$ cat config.mk
export PLATFORM = sky130hd
export DESIGN_NAME = reg_file_sb
export DESIGN_NICKNAME = d
export VERILOG_FILES = /design/src/rtl/reg_file_pkg.sv /design/src/rtl/reg_scoreboard.sv /design/src/rtl/reg_file_sb.sv
export SDC_FILE = /design/constraint.sdc
export NUM_CORES = 2
export LEC_CHECK = 0
export CAP_MARGIN = 5
export CORE_ASPECT_RATIO = 2
export CORE_MARGIN = 1.5
export CORE_UTILIZATION = 55
export DETAILED_ROUTE_END_ITERATION = 8
export PLACE_DENSITY_LB_ADDON = 0.1
export SKIP_LAST_GASP = 1
export SLEW_MARGIN = 20
export SYNTH_ARGS = -nofsm -noshare
export SYNTH_HDL_FRONTEND = slang
export SYNTH_HIERARCHICAL = 1
export SYNTH_SLANG_ARGS = --single-unit
$ cat constraint.sdc
create_clock -name clk -period 52.8 [get_ports clk]
set_input_delay 13.2 -clock clk [delete_from_list [all_inputs] [get_ports clk]]
set_output_delay 13.2 -clock clk [all_outputs]
set_load 0.02 [all_outputs]
$ cat src/rtl/reg_file_pkg.sv
// Shared types and constants for the register file with scoreboard.
// Holds the architectural register index type, the ABI index names and
// a helper that decides whether an index refers to a real, writable register.
package reg_file_pkg;

    localparam int ABI_IDX_W = 5;

    typedef logic [ABI_IDX_W-1:0] reg_idx_t;

    localparam reg_idx_t ZERO = 5'd0;
    localparam reg_idx_t RA   = 5'd1;
    localparam reg_idx_t SP   = 5'd2;
    localparam reg_idx_t GP   = 5'd3;
    localparam reg_idx_t TP   = 5'd4;

    // Index 0 and indices past the end of the file behave identically:
    // they read as zero, never go busy, and swallow writes and issues.
    function automatic logic idx_live(input logic [31:0] idx, input int count);
        return (idx != 32'(ZERO)) && (idx < 32'(count));
    endfunction

endpackage

$ cat src/rtl/reg_scoreboard.sv
// Pending-write scoreboard: one busy bit per register, WAW issue stall and
// a running count of pending registers kept in step with the busy bits.
module reg_scoreboard
    import reg_file_pkg::*;
#(
    parameter int REG_COUNT = 32,
    parameter int REG_SIZE  = $clog2(REG_COUNT)
) (
    input  logic                 clk,
    input  logic                 rst,
    input  logic                 issue_valid,
    input  logic [REG_SIZE-1:0]  issue_rd,
    input  logic                 wen,
    input  logic [REG_SIZE-1:0]  wr_addr,
    output logic                 issue_ready,
    output logic [REG_COUNT-1:0] busy,
    output logic [REG_SIZE:0]    busy_count
);

    logic [REG_COUNT-1:0] busy_q;
    logic [REG_COUNT-1:0] busy_d;
    logic [REG_SIZE:0]    busy_count_q;
    logic [REG_SIZE:0]    busy_count_d;
    logic                 issue_live;
    logic                 wr_live;
    logic                 set_en;
    logic                 clr_en;

    // Decide which bit is set or cleared this cycle and the matching count step.
    always_comb begin
        issue_live   = idx_live(32'(issue_rd), REG_COUNT);
        wr_live      = idx_live(32'(wr_addr), REG_COUNT);
        issue_ready  = !(issue_live && busy_q[issue_rd]);
        set_en       = issue_valid && issue_live && issue_ready;
        // A writeback never clears a bit that a same-cycle issue targets,
        // so issue wins even when the issue itself is stalled.
        clr_en       = wen && wr_live && busy_q[wr_addr]
                       && !(issue_valid && (issue_rd == wr_addr));
        busy_d       = busy_q;
        busy_count_d = busy_count_q;
        if (clr_en) begin
            busy_d[wr_addr] = 1'b0;
        end
        if (set_en) begin
            busy_d[issue_rd] = 1'b1;
        end
        // set_en only fires on a clear bit and clr_en only on a set bit,
        // so each one moves popcount by exactly one.
        case ({set_en, clr_en})
            2'b10:   busy_count_d = busy_count_q + (REG_SIZE+1)'(1);
            2'b01:   busy_count_d = busy_count_q - (REG_SIZE+1)'(1);
            default: busy_count_d = busy_count_q;
        endcase
    end

    // Busy bits and pending count, cleared asynchronously by reset.
    always_ff @(posedge clk or posedge rst) begin
        if (rst) begin
            busy_q       <= '0;
            busy_count_q <= '0;
        end else begin
            busy_q       <= busy_d;
            busy_count_q <= busy_count_d;
        end
    end

    assign busy       = busy_q;
    assign busy_count = busy_count_q;

endmodule

$ cat src/rtl/reg_file_sb.sv
// Register file with registered multi-port reads and an attached scoreboard.
// Optional feature macro REG_FILE_BYPASS_EN: when defined, a same-cycle
// writeback to a read index is forwarded to that port and its busy flag
// reads 0; when undefined, reads return the pre-write value and busy bit.
module reg_file_sb
    import reg_file_pkg::*;
#(
    parameter int DATA_WIDTH = 32,
    parameter int REG_COUNT  = 32,
    parameter int NUM_RD     = 2,
    parameter int REG_SIZE   = $clog2(REG_COUNT)
) (
    input  logic                         clk,
    input  logic                         rst,
    input  logic [NUM_RD*REG_SIZE-1:0]   rd_addr,
    output logic [NUM_RD*DATA_WIDTH-1:0] rd_data,
    output logic [NUM_RD-1:0]            rd_busy,
    input  logic                         wen,
    input  logic [REG_SIZE-1:0]          wr_addr,
    input  logic [DATA_WIDTH-1:0]        wr_data,
    input  logic                         issue_valid,
    input  logic [REG_SIZE-1:0]          issue_rd,
    output logic                         issue_ready,
    output logic [REG_SIZE:0]            busy_count
);

    logic [DATA_WIDTH-1:0]        regs_q [REG_COUNT];
    logic [DATA_WIDTH-1:0]        regs_d [REG_COUNT];
    logic [NUM_RD*DATA_WIDTH-1:0] rd_data_q;
    logic [NUM_RD*DATA_WIDTH-1:0] rd_data_d;
    logic [NUM_RD-1:0]            rd_busy_q;
    logic [NUM_RD-1:0]            rd_busy_d;
    logic [REG_SIZE-1:0]          rd_idx [NUM_RD];
    logic [REG_COUNT-1:0]         busy_vec;
    logic                         wr_commit;

    reg_scoreboard #(
        .REG_COUNT (REG_COUNT),
        .REG_SIZE  (REG_SIZE)
    ) u_scoreboard (
        .clk         (clk),
        .rst         (rst),
        .issue_valid (issue_valid),
        .issue_rd    (issue_rd),
        .wen         (wen),
        .wr_addr     (wr_addr),
        .issue_ready (issue_ready),
        .busy        (busy_vec),
        .busy_count  (busy_count)
    );

    for (genvar g = 0; g < NUM_RD; g++) begin : g_rd_idx
        assign rd_idx[g] = rd_addr[g*REG_SIZE +: REG_SIZE];
    end

    assign wr_commit = wen && idx_live(32'(wr_addr), REG_COUNT);

    // Next storage contents: only real nonzero registers take writes.
    always_comb begin
        regs_d = regs_q;
        if (wr_commit) begin
            regs_d[wr_addr] = wr_data;
        end
    end

    // Next read-port data and busy flags, looked up from pre-edge state.
    always_comb begin
        rd_data_d = '0;
        rd_busy_d = '0;
        for (int i = 0; i < NUM_RD; i++) begin
            if (idx_live(32'(rd_idx[i]), REG_COUNT)) begin
                rd_data_d[i*DATA_WIDTH +: DATA_WIDTH] = regs_q[rd_idx[i]];
                rd_busy_d[i]                          = busy_vec[rd_idx[i]];
`ifdef REG_FILE_BYPASS_EN
                if (wr_commit && (wr_addr == rd_idx[i])) begin
                    rd_data_d[i*DATA_WIDTH +: DATA_WIDTH] = wr_data;
                    rd_busy_d[i]                          = 1'b0;
                end
`endif
            end
        end
    end

    // Storage and registered read ports, cleared asynchronously by reset.
    always_ff @(posedge clk or posedge rst) begin
        if (rst) begin
            regs_q    <= '{default: '0};
            rd_data_q <= '0;
            rd_busy_q <= '0;
        end else begin
            regs_q    <= regs_d;
            rd_data_q <= rd_data_d;
            rd_busy_q <= rd_busy_d;
        end
    end

    assign rd_data = rd_data_q;
    assign rd_busy = rd_busy_q;

endmodule

# --- Word level (Yosys, flattened, before mapping) ---
# Index checks and enable logic that the tools add are counted.
# Widths: inputs -> output; s select.
word_totals:
  input_bits: 56
  out_inout_bits: 73
  reg_bits: 1128
  wordCells: 102
op_classes:
  n_addsub: 2
  order_cmp: 10
  n_bitwise: 6
  eq_ne: 3
  reduce_logical: 17
  muxes: 28
ops:
  columns: ["cell", "count"]
  rows:
  - ["$bwmux 1024", 1]
  - ["$bmux 32 s5", 2]
  - ["$mux 32", 9]
  - ["$demux 32 s5", 1]
  - ["$and 32x32->32", 1]
  - ["$not 32->32", 1]
  - ["$or 32x32->32", 1]
  - ["$lt 5x6->1 const B", 4]
  - ["$bmux 1 s5", 4]
  - ["$reduce_bool 5->1", 4]
  - ["$ge 6x6->1 const B", 3]
  - ["$not 5->6", 3]
  - ["$pmux 6 s2", 1]
  - ["$demux 1 s5", 2]
  - ["$ge 5x1->1 const B", 2]
  - ["$logic_and 1x1->1", 10]
  - ["$mux 1", 8]
  - ["$add 6x1->6 const B", 1]
  - ["$lt 6x1->1 const B", 1]
  - ["$sub 6x1->6 const B", 1]
  - ["$eq 5x5->1", 1]
  - ["$eq 2x1->1 const B", 1]
  - ["$eq 2x2->1 const B", 1]
  - ["$logic_not 1->1", 2]
  - ["$reduce_bool 2->1", 1]

# --- Longest topological paths before layout ---
depth:
  depth_word: 9
  mapped_depth: 17
  depth_no_buf: 14

# --- Hierarchy ---
# Netlist, hierarchy kept.
modules_own_cells:
  columns: ["mod", "instances", "area_per_inst_um2", "cells_each"]
  rows:
  - ["reg_file_sb", 1, 56666.8, 3832]
  - ["reg_scoreboard", 1, 2567.5, 276]

# --- Worst setup path after synthesis ---
# OpenSTA, ideal clock, no wires.
synth_timing:
  path_type: "input -> output"
  start: "input issue_rd[1]"
  end: "output issue_ready"
  arrival_time_ns: 14.679
  path_slack_ns: 24.921
  path_buffers: 3
  path_stages: 9
  cell_sequence: "buf_2 buf_2 mux2i_1 a22oi_1 nand3_1 nand3_1 a31o_2 buf_2 o21ai_0"
synth_via:
  elab_chain_len: 4
synth_rtl:
  columns: ["element", "line", "text"]
  rows:
  - ["start, declared", "reg_file_sb.sv:22", "input logic [REG_SIZE-1:0] issue_rd,"]
  - ["$bmux 1 s5", "reg_scoreboard.sv:33", "issue_ready = !(issue_live && busy_q[issue_rd]);"]
  - ["$mux 1 (not written as such)", "reg_scoreboard.sv:33", null]
  - ["$logic_and 1x1->1 (*)", "reg_scoreboard.sv:33", null]
  - ["$logic_not 1->1 (*)", "reg_scoreboard.sv:33", null]
  - ["end, declared", "reg_file_sb.sv:23", "output logic issue_ready,"]
# Mark *: on every way between the ends. The rest lies on a longest branch, timed or not. The select of a mux whose other input is x is not followed.

# --- Final worst setup path ---
layout_timing:
  start: "input issue_rd[4]"
  end: "output issue_ready"
# The elaborated chain is that of the path after synthesis.

==> impl_metrics.csv <==
group,metric,value,unit
detailed_routing,dr.pass1.iters,7,
clock_network,cts_inserted_buffers,102,
critical_path,worstPathArrival,15900,ps
sta,slew_headroom,17.5,%
clock_network,clk_pin_slew,70,ps
synth,ys_top_cells_by_count,"dfrtp_1 (1128), mux2_2 (1031), mux4_2 (389), mux2i_1 (351), clkbuf_1 (251)",
sta,fin_tns_setup,0,ps
place,gp_congestion,0.901,
synth,synth_top_family_by_area,"multiplexers",
critical_path,critPathBufInv,2,
status,status,"finished clean",
clock_network,clock-sinks,1128,
critical_path,end_kind,"primary output",
critical_path,critPathRequiredTime,39600,ps
synth,synth-compound-area-share,5.55,%
critical_path,ff2ff_path_depth,14,
grt,grt_max_degree,157,
finish,drive_gt1_share,43.0,%
synth,seq_area_frac_synth,47.7,%
sta,setup_viol,0,
grt,antenna_found_initial,11,
synth,syn_nets,4167,
clock_network,post_cts_buffers,0,
clock_network,cts_tree,"done",
floorplan,fp.coreArea,107000,µm²
critical_path,cp_top_family,"buffers and inverters",
grt,grt_pass1_vias,40800,
critical_path,crit_fanout,33,
floorplan,die_w,235,µm
min_path,holdPathEnd,"regs_q[1013]",
place,postPlaceCellArea,61100,µm²
clock_network,cts.htree.levels,3,
detailed_routing,antenna_left,0,
place,place_ws,23210,ps
synth,synth_xor_area_share,0.177,%
synth,synthTopCellsByArea,"dfrtp_1 (48%), mux2_2 (20%), mux4_2 (15%), mux2i_1 (5.9%), clkbuf_1 (1.6%)",
floorplan,die_area,110000,µm²
critical_path,r2r-start,"u_scoreboard/busy[22]",
clock_network,clock_path_buffers,3,
floorplan,rows,170,
synth,yosysTopAreaCellShare,47.7,%
critical_path,path_cells,"clkdlybuf4s50_1, and2_1, a22oi_1, nand3_1, nand3_1, a31o_2, o21ai_0, clkdlybuf4s50_1",
clock_network,cts_hold_buf,0,
pwr,p_leak,28.0,nW
flow_run,drv_cap,0,
detailed_routing,drt_iter0_drc,3890,
finish,final_design_area_no_fill,64500,µm²
clock_network,cts_resized,0,
detailed_routing,viasPerCell,7.24,
critical_path,critPathMaxStageDelay,640,ps
grt,grt_pass1_wl,285000,µm
synth,netlist_area,59200,µm²
floorplan,fp.dieH,467,µm
pwr,irDropWorstVdd,0.0295,mV
synth,async_flop_share,100,%
min_path,hold_depth,0,
grt,grt_overflow,0,
finish,syn_to_final_growth,8.93,%
place,dp_hpwl,111000,µm
detailed_routing,drc_errors,0,
place,place_inst,5238,
critical_path,reg2reg_slack,49340,ps
min_path,hold_path.startpoint,"regs_q[1013]",
synth,synthAdderAreaFrac,0.0634,%
detailed_routing,vias,39300,
critical_path,path_class,"in -> out",
sta,slew_viol_final,0,
synth,synth.most_common_cell,"dfrtp_1",
clock_network,clock_latency,720,ps
synth,synth_top_cell_by_area,"dfrtp_1",
sta,hold_violations,0,
synth,muxShareOfSynthArea,40.3,%
sta,setup_slack,23700,ps
sta,worst_pin_slew,1230,ps
sta,min_period,29100,ps
synth,ys_ff_latch,1128,
synth,syn_inst,4108,
sta,fin_crit_sh,55.1,%
critical_path,critPathSlowestCell,"clkdlybuf4s50_1",
critical_path,start_kind,"primary input",
detailed_routing,drt_wl_total,197000,µm
pwr,cellPowerDensity,38.5,nW/µm²
synth,ys_types,57,
grt,grtUsageTotal,36.1,%
synth,yosysWarnings,6,
synth,synthSimpleGateAreaFrac,2.53,%
synth,avgSynthCellArea,14.4,µm²
sta,worst_clock_skew,19.8,ps
synth,ys.flop_type,"dfrtp_1",
floorplan,io_pins,129,
clock_network,clk_root_buffer_cell,"clkbuf_16",
floorplan,initial_core_util,55.4,%
sta,timing.fmax,34.4,MHz
critical_path,reg2reg_to,"u_scoreboard/busy_count[4]",
sta,rsz0062_at_grt,"no",
place,port_buffers,128,
detailed_routing,wl_per_cell,36.2,µm
sta,timing.hold.ws,405,ps
min_path,hold_path_class,"reg -> reg",
finish,stdcell_count,5428,
synth,synth_edf_count,0,
finish,fin_nets,4025,
==> worst max path at each step <==
stage,startpoint,end,slack (ps),cells after the start
after floorplan,rst,rd_busy[0],8910,1
after global placement,issue_rd[1],issue_ready,23220,8
after detailed placement,issue_rd[1],issue_ready,23210,8
after CTS,issue_rd[1],issue_ready,23200,8
after global routing,issue_rd[4],issue_ready,23500,8
final,issue_rd[4],issue_ready,23700,8
==> flip-flops by register name, summed over array words and instances (netlist names) <==
register	cells
rd_busy	2
rd_data	64
u_scoreboard/busy	32
u_scoreboard/busy_count	6
regs_q	1024
==> cells in the final DEF (no fill, tap or decap), drive strengths merged, types with 51 or more instances in the layout <==
cell type	instances
clkbuf	154
dfrtp	1128
mux2	1031
o22ai	73
mux2i	351
buf	98
a2111oi	53
mux4	389
clkdlybuf4s50	112
a22oi	102
a21oi	51
nor2b	52
==> worst reg2reg max path: stages (launching register included) <==
cell,delay [ps]
dfrtp_1,470
mux2i_1,180
o22ai_1,150
nor4_1,790
nor2_1,120
nor2_1,130
a211oi_1,90
ha_1,360
xor2_1,210
ha_1,220
a21oi_1,150
nor2_1,50
o21ai_0,180
a21oi_1,110
xor2_1,150
==> power breakdown <==
part / total [mW] / internal (mW) / leakage, nW / switching [mW]
Combinational: 0.523 / 0.303 / 11.9 / 0.221
Sequential: 1.17 / 1.03 / 14.4 / 0.140
Clock: 0.786 / 0.443 / 1.70 / 0.343
Total: 2.48 / 1.78 / 28.0 / 0.704
==> layer usage <==
layer	track usage [%]	routed length (µm)	vias to the layer above
met3	6.57	14000	550
li1	-	-	15500
met4	18.5	11400	6
met5	0	41	-
met2	60.1	96800	1900
met1	45.4	74400	21300
==> cell families (layout without fill, tap and decap cells) <==
logic type      Yosys count  count (layout)
buf+inv                 464             402
fa+ha+maj                 3               3
xor+xnor                 12              12
flops                  1128            1128
simple gates            274             274
mux                    1771            1771
other cells               0               6
compound gates          456             456
==> stage by stage <==
step           power, mW  utilization, %
3_5_place_dp        1.70            57.1
3_3_place_gp        1.69            57.1
5_1_grt             2.57            60.3
6_report            2.48            60.3
2_1_floorplan       1.54               -
4_1_cts             2.48            60.3
==> layout make-up <==
type | instances | area, µm²
tap | 1376 | 1720
sequential | 1128 | 28200
clock buffer | 154 | 3060
inverter | 8 | 37.5
clock inverter | 30 | 390
antenna | 6 | 15.0
timing repair buffer | 210 | 1960
fill | 8355 | 42500
multi-input combinational | 2516 | 29100
Note: power is estimated with default switching activity, not from simulation.
